[src/rtl/muldiv_pkg.sv]
// muldiv_pkg: RV32M funct3 encodings, FSM state type and result constants
// shared by muldiv_unit and its divider core.
package muldiv_pkg;

  localparam logic [2:0] F3_MUL    = 3'b000;
  localparam logic [2:0] F3_MULH   = 3'b001;
  localparam logic [2:0] F3_MULHSU = 3'b010;
  localparam logic [2:0] F3_MULHU  = 3'b011;
  localparam logic [2:0] F3_DIV    = 3'b100;
  localparam logic [2:0] F3_DIVU   = 3'b101;
  localparam logic [2:0] F3_REM    = 3'b110;
  localparam logic [2:0] F3_REMU   = 3'b111;

  localparam logic [31:0] DIV_BY_ZERO_Q = 32'hFFFF_FFFF;
  localparam logic [31:0] INT_MIN       = 32'h8000_0000;

  typedef enum logic [1:0] {
    IDLE = 2'd0,
    CALC = 2'd1,
    DONE = 2'd2
  } state_t;

  function automatic logic is_div(input logic [2:0] f3);
    return f3[2];
  endfunction

endpackage

[src/rtl/muldiv_div_core.sv]
// muldiv_div_core: unsigned restoring divider, one quotient bit per step.
// load captures the operands; 32 steps leave quotient and remainder ready.
module muldiv_div_core (
  input  logic        clock,
  input  logic        reset_n,
  input  logic        load,
  input  logic        step,
  input  logic [31:0] dividend,
  input  logic [31:0] divisor,
  output logic [31:0] quotient,
  output logic [31:0] remainder
);

  logic [31:0] quo_r;
  logic [31:0] rem_r;
  logic [31:0] dvs_r;
  logic [32:0] shifted_s;
  logic [32:0] diff_s;

  // Trial subtraction; bit 32 of the difference is the borrow.
  always_comb begin
    shifted_s = {rem_r, quo_r[31]};
    diff_s    = shifted_s - {1'b0, dvs_r};
  end

  // Operand capture and one restoring step per enabled cycle.
  always_ff @(posedge clock or negedge reset_n) begin
    if (!reset_n) begin
      quo_r <= 32'd0;
      rem_r <= 32'd0;
      dvs_r <= 32'd0;
    end else if (load) begin
      quo_r <= dividend;
      rem_r <= 32'd0;
      dvs_r <= divisor;
    end else if (step) begin
      if (!diff_s[32]) begin
        rem_r <= diff_s[31:0];
        quo_r <= {quo_r[30:0], 1'b1};
      end else begin
        rem_r <= shifted_s[31:0];
        quo_r <= {quo_r[30:0], 1'b0};
      end
    end
  end

  assign quotient  = quo_r;
  assign remainder = rem_r;

endmodule

[src/rtl/muldiv_unit.sv]
// muldiv_unit: RV32M multiply/divide unit driving the register-file write port.
// Build option MULDIV_FAST_MUL_EN: single-cycle multiplies; otherwise 32-step shift-add.
module muldiv_unit
  import muldiv_pkg::*;
#(
  parameter bit ZERO_RD_SUPPRESS = 1'b1
) (
  input  logic        clock,
  input  logic        reset_n,
  input  logic        start,
  input  logic [2:0]  funct3,
  input  logic [31:0] rs1_data,
  input  logic [31:0] rs2_data,
  input  logic [4:0]  rd_in,
  output logic        busy,
  output logic        done,
  output logic [31:0] result,
  output logic [4:0]  rd_out,
  output logic        reg_write
);

  state_t      state_r;
  logic [4:0]  cnt_r;
  logic [2:0]  op_r;
  logic [4:0]  rd_r;
  logic        neg_r;
  logic        byp_r;
  logic [31:0] pend_r;
  logic [63:0] acc_r;
  logic [63:0] mcand_r;
  logic [31:0] mplr_r;
  logic        busy_r, done_r, reg_write_r;
  logic [31:0] result_r;
  logic [4:0]  rd_out_r;

  logic        accept_s, a_neg_s, b_neg_s, neg_flag_s;
  logic        div_zero_s, ovf_s, fast_s;
  logic [31:0] mag_a_s, mag_b_s, special_s, fast_val_s;
  logic [31:0] quo_s, rem_s;
  logic [63:0] acc_nxt_s, raw_s, signed_s;
  logic [31:0] final_s;

  // Request decode: operand magnitudes, result sign and the bypass cases.
  always_comb begin
    accept_s = start && (state_r == IDLE) && !done_r;
    a_neg_s  = rs1_data[31] && ((funct3 == F3_MULH) || (funct3 == F3_MULHSU) ||
                                (funct3 == F3_DIV)  || (funct3 == F3_REM));
    b_neg_s  = rs2_data[31] && ((funct3 == F3_MULH) || (funct3 == F3_DIV) ||
                                (funct3 == F3_REM));
    mag_a_s  = a_neg_s ? (32'd0 - rs1_data) : rs1_data;
    mag_b_s  = b_neg_s ? (32'd0 - rs2_data) : rs2_data;
    // The remainder follows the dividend; everything else follows the product/quotient sign.
    neg_flag_s = (funct3 == F3_REM) ? a_neg_s : (a_neg_s ^ b_neg_s);
    div_zero_s = is_div(funct3) && (rs2_data == 32'd0);
    ovf_s      = ((funct3 == F3_DIV) || (funct3 == F3_REM)) &&
                 (rs1_data == INT_MIN) && (rs2_data == 32'hFFFF_FFFF);
    if (div_zero_s) begin
      special_s = ((funct3 == F3_DIV) || (funct3 == F3_DIVU)) ? DIV_BY_ZERO_Q : rs1_data;
    end else if (ovf_s) begin
      special_s = (funct3 == F3_DIV) ? INT_MIN : 32'd0;
    end else begin
      special_s = 32'd0;
    end
  end

`ifdef MULDIV_FAST_MUL_EN
  logic [63:0] fast_raw_s;
  logic [63:0] fast_prod_s;

  // Single-cycle product on the operand magnitudes.
  always_comb begin
    fast_raw_s = {32'd0, mag_a_s} * {32'd0, mag_b_s};
    if (neg_flag_s) begin
      fast_prod_s = 64'd0 - fast_raw_s;
    end else begin
      fast_prod_s = fast_raw_s;
    end
    fast_s     = !is_div(funct3);
    fast_val_s = (funct3 == F3_MUL) ? fast_prod_s[31:0] : fast_prod_s[63:32];
  end
`else
  // Multiplies take the iterative path in this build.
  always_comb begin
    fast_s     = 1'b0;
    fast_val_s = 32'd0;
  end
`endif

  // Shift-add step and sign correction of the finished magnitude.
  always_comb begin
    acc_nxt_s = acc_r + (mplr_r[0] ? mcand_r : 64'd0);
    if (is_div(op_r)) begin
      raw_s = {32'd0, (op_r[1] ? rem_s : quo_s)};
    end else begin
      raw_s = acc_r;
    end
    signed_s = neg_r ? (64'd0 - raw_s) : raw_s;
    final_s  = ((op_r == F3_MUL) || is_div(op_r)) ? signed_s[31:0] : signed_s[63:32];
  end

  muldiv_div_core u_div (
    .clock     (clock),
    .reset_n   (reset_n),
    .load      (accept_s),
    .step      (state_r == CALC),
    .dividend  (mag_a_s),
    .divisor   (mag_b_s),
    .quotient  (quo_s),
    .remainder (rem_s)
  );

  // Control FSM; done/reg_write lag the DONE state by one edge.
  always_ff @(posedge clock or negedge reset_n) begin
    if (!reset_n) begin
      state_r     <= IDLE;
      cnt_r       <= 5'd0;
      op_r        <= 3'd0;
      rd_r        <= 5'd0;
      neg_r       <= 1'b0;
      byp_r       <= 1'b0;
      pend_r      <= 32'd0;
      acc_r       <= 64'd0;
      mcand_r     <= 64'd0;
      mplr_r      <= 32'd0;
      busy_r      <= 1'b0;
      done_r      <= 1'b0;
      reg_write_r <= 1'b0;
      result_r    <= 32'd0;
      rd_out_r    <= 5'd0;
    end else begin
      done_r      <= 1'b0;
      reg_write_r <= 1'b0;
      case (state_r)
        IDLE: begin
          if (accept_s) begin
            busy_r  <= 1'b1;
            op_r    <= funct3;
            rd_r    <= rd_in;
            neg_r   <= neg_flag_s;
            cnt_r   <= 5'd0;
            acc_r   <= 64'd0;
            mcand_r <= {32'd0, mag_a_s};
            mplr_r  <= mag_b_s;
            if (div_zero_s || ovf_s) begin
              byp_r   <= 1'b1;
              pend_r  <= special_s;
              state_r <= DONE;
            end else if (fast_s) begin
              byp_r   <= 1'b1;
              pend_r  <= fast_val_s;
              state_r <= DONE;
            end else begin
              byp_r   <= 1'b0;
              state_r <= CALC;
            end
          end
        end
        CALC: begin
          acc_r   <= acc_nxt_s;
          mcand_r <= {mcand_r[62:0], 1'b0};
          mplr_r  <= {1'b0, mplr_r[31:1]};
          cnt_r   <= cnt_r + 5'd1;
          if (cnt_r == 5'd31) begin
            state_r <= DONE;
          end
        end
        DONE: begin
          result_r    <= byp_r ? pend_r : final_s;
          rd_out_r    <= rd_r;
          done_r      <= 1'b1;
          reg_write_r <= !(ZERO_RD_SUPPRESS && (rd_r == 5'd0));
          busy_r      <= 1'b0;
          state_r     <= IDLE;
        end
        default: state_r <= IDLE;
      endcase
    end
  end

  assign busy      = busy_r;
  assign done      = done_r;
  assign reg_write = reg_write_r;
  assign result    = result_r;
  assign rd_out    = rd_out_r;

endmodule

[config.mk]
export PLATFORM = sky130hd
export DESIGN_NAME = muldiv_unit
export DESIGN_NICKNAME = d
export VERILOG_FILES = /design/src/rtl/muldiv_pkg.sv /design/src/rtl/muldiv_div_core.sv /design/src/rtl/muldiv_unit.sv
export SDC_FILE = /design/constraint.sdc
export NUM_CORES = 1
export LEC_CHECK = 0
export CAP_MARGIN = 20
export CORE_MARGIN = 3
export CORE_UTILIZATION = 50
export DETAILED_ROUTE_END_ITERATION = 12
export PLACE_DENSITY = 0.79
export SLEW_MARGIN = 20
export SYNTH_ARGS = -nofsm -noshare
export SYNTH_HDL_FRONTEND = slang
export SYNTH_SLANG_ARGS = --single-unit
export TNS_END_PERCENT = 10
[constraint.sdc]
create_clock -name clock -period 5.95 [get_ports clock]
set_clock_uncertainty 0.2 [all_clocks]
set_input_delay 0.8925 -clock clock [delete_from_list [all_inputs] [get_ports clock]]
set_output_delay 0.8925 -clock clock [all_outputs]
set_load 0.05 [all_outputs]
==> impl_metrics.py <==
metrics = {
    "clock_tree": {
        "numCtsBuffers": 41,
        "post-cts-setup-buffers": 0,
        "ctsResizeCount": 0,
        "cts_sinks": 345,
        "postCtsHoldBufs": 0,
        "root_buffer": "clkbuf_16",
        "clk_latency_ps": 590,
        "tritoncts": "built",
        "max-clock-path-buffers": 3,
        "clkTransAtPathRegs_ps": 60,
        "cts-htree-levels": 2,
    },
    "grt": {
        "grt_pass1_wl_mm": 117,
        "grt_pass1_vias": 20900,
        "track_usage": 0.291,
        "grt_start_max_net_pins": 192,
        "antenna_found_initial": 3,
        "grt-ovfl-total": 0,
    },
    "worst_setup_path": {
        "slowest_delay_ps": 840,
        "cp_slowest_cell": "dfrtp_1",
        "cp.arrival_ps": 5210,
        "cp_cell_sequence": "and2_1 > ha_1 > a211o_1 > o211ai_1 > a211oi_1 > a21oi_1 > o211ai_1 > nand3_1 > a2111oi_0 > nor3_1 > or4_1 > nand3_1",
        "crit_path_start_kind": "flip-flop",
        "cp_max_fo": 28,
        "criticalPathCategory": "reg -> reg",
        "worst_ep_required_time_ps": 6270,
        "crit_path_end_kind": "flip-flop",
    },
    "sta": {
        "max_freq_ghz": 0.205,
        "slew_violations": 0,
        "setup_viol_count_final": 0,
        "maxSlewHeadroom": 0.261,
        "hold_viol": 0,
        "min_period_ps": 4890,
        "fin_crit_sh": 0.822,
        "worst_slew_pin_slew_ps": 1110,
        "tns_ps": 0,
        "rsz0062_at_grt": "false",
    },
    "cells_and_area": {
        "fin_cells": 3448,
        "nets": 2987,
        "antenna_cells": 0,
        "area_growth_pct": 12.4,
        "final_common_cell": "dfrtp_1",
        "final_util": 0.569,
        "final_layout_size_suffix_gt1_frac": 0.0539,
        "postLayoutCellArea_sq_um": 26600,
        "layout_common_cells": "dfrtp_1 (344), nand2_1 (313), o21ai_0 (259)",
    },
    "routing": {
        "wl_per_cell_um": 21.4,
        "drt_pre_antenna_iters": 6,
        "via_per_inst": 6.29,
        "dr.first_iter.drc_count": 2136,
        "final_antenna_net_count": 0,
        "wirelength_mm": 73.7,
        "vias": 21700,
        "drc": 0,
    },
    "floorplan": {
        "die_y_um": 223,
        "ios": 115,
        "die_x_um": 223,
        "placement_rows": 79,
        "initial_core_util": 0.506,
        "core_sq_um": 46700,
        "die_area_sq_um": 49900,
    },
    "synth": {
        "yosys_warnings": 0,
        "avgSynthCellArea_sq_um": 8.45,
        "synth-seq-cells": 345,
        "syn_inst": 2797,
        "synth_nets": 2975,
        "seq_area_frac_synth": 0.365,
        "ys_async_sr_fraction": 1.00,
        "synth_edf_count": 0,
        "synth_cell_type_count": 82,
        "synth_ff_type": "dfrtp_1",
        "synth_area_sq_um": 23600,
    },
    "run_status": {
        "status": "finished clean",
    },
    "place": {
        "dpl.cell_count": 3373,
        "dp_hpwl_mm": 52.4,
        "place_congestion": 0.982,
        "io_buffers": 114,
        "placed_area_sq_um": 25200,
    },
    "power": {
        "vdd_ir_drop_max_v": 0.000342,
        "p_leak_uw": 0.0118,
        "power.density_nw_per_um2": 599,
    },
    "hold_path": {
        "holdCritPathClass": "in -> async",
    },
    "run": {
        "drv_cap": 0,
    },
}
per-layer routing:
| layer | vias up | track usage | part of all wire |
|---|---|---|---|
| met4 | 6 | 0.125 | 0.048 |
| met5 | - | 0 | 0.00058 |
| met3 | 182 | 0.0520 | 0.076 |
| met2 | 857 | 0.455 | 0.45 |
| li1 | 10100 | - | - |
| met1 | 10600 | 0.399 | 0.43 |
power breakdown:
part           internal [uW]  switching [uW]
clock                   1610            1060
combinational           3590            5280
sequential              3310            1070
total                   8510            7410
sequential cells by signal, summed over array words and instances, names as in the netlist:
| register | flops |
|---|---|
| op_r | 3 |
| u_div.quotient | 32 |
| u_div.dvs_r | 32 |
| rd_r | 5 |
| reg_write | 1 |
| mcand_r | 64 |
| pend_r | 32 |
| done | 1 |
| busy | 1 |
| byp_r | 1 |
| mplr_r | 32 |
| neg_r | 1 |
| cnt_r | 5 |
| rd_out | 5 |
| state_r | 2 |
| acc_r | 64 |
| u_div.remainder | 32 |
| result | 32 |
final timing paths:
kind,start,endpoint,slack [ps],cells after the start
max,mplr_r[0],acc_r[61],1060,12
min,reset_n,acc_r[58],170,1
max reg2reg,mplr_r[0],acc_r[61],1060,12
max in group asynchronous,reset_n,u_div.remainder[25],4170,2
min in group clock,mcand_r[38],mcand_r[39],270,2
min reg2reg,mcand_r[38],mcand_r[39],270,2
synth_stat cells, types with 18 or more instances:
cell	n	area, sq um
o21ai_0	259	1300
and2_1	92	576
o2bb2ai_1	32	280
nor2_1	191	717
a31oi_1	27	169
or3_1	18	113
xor2_1	86	753
o31ai_1	30	225
mux2_2	27	304
inv_1	75	282
nand3_1	127	636
and3_1	38	238
a22oi_1	27	203
nand4_1	31	194
xnor2_1	105	920
a221o_1	31	310
a211oi_1	35	263
a21o_1	89	668
mux2i_1	62	621
clkbuf_1	139	522
a21oi_1	211	1060
ha_1	101	1260
nor3_1	53	265
dfrtp_1	345	8630
nand2_1	313	1170
nand2b_1	20	125
final cells by class:
type / count / area [sq um]
inverter: 77 / 289
clock inverter: 16 / 234
sequential: 345 / 8630
multi-input combinational: 2205 / 14100
fill: 4176 / 20100
clock buffer: 59 / 1180
timing repair buffer: 139 / 1380
tap: 607 / 759
logic make-up after synthesis:
family | synth area share
xor gates and xnor gates | 0.0708
buffers and inverters | 0.0410
and+or+nand+nor | 0.197
AOI/OAI and AO/OA | 0.230
adders and majority gates | 0.0552
muxes | 0.0408
DFF | 0.365
metrics by stage:
| step | total power (uW) | worst slack [ps] | hold WS [ps] |
|---|---|---|---|
| after CTS | 15800 | 1190 | 171 |
| after global routing | 17100 | 775 | 208 |
| final | 15900 | 1060 | 166 |
| after floorplan | 10700 | 2040 | 245 |
| after detailed placement | 13100 | 812 | 266 |
| after global placement | 12800 | 881 | 260 |
critical path: cells and delay by family, from the launching register on:
kind	cells	cell delay, ps
flops	1	840
compound gates	6	2250
simple gates	5	1290
fa+ha+maj	1	260
(Power assumes the default switching activity.)
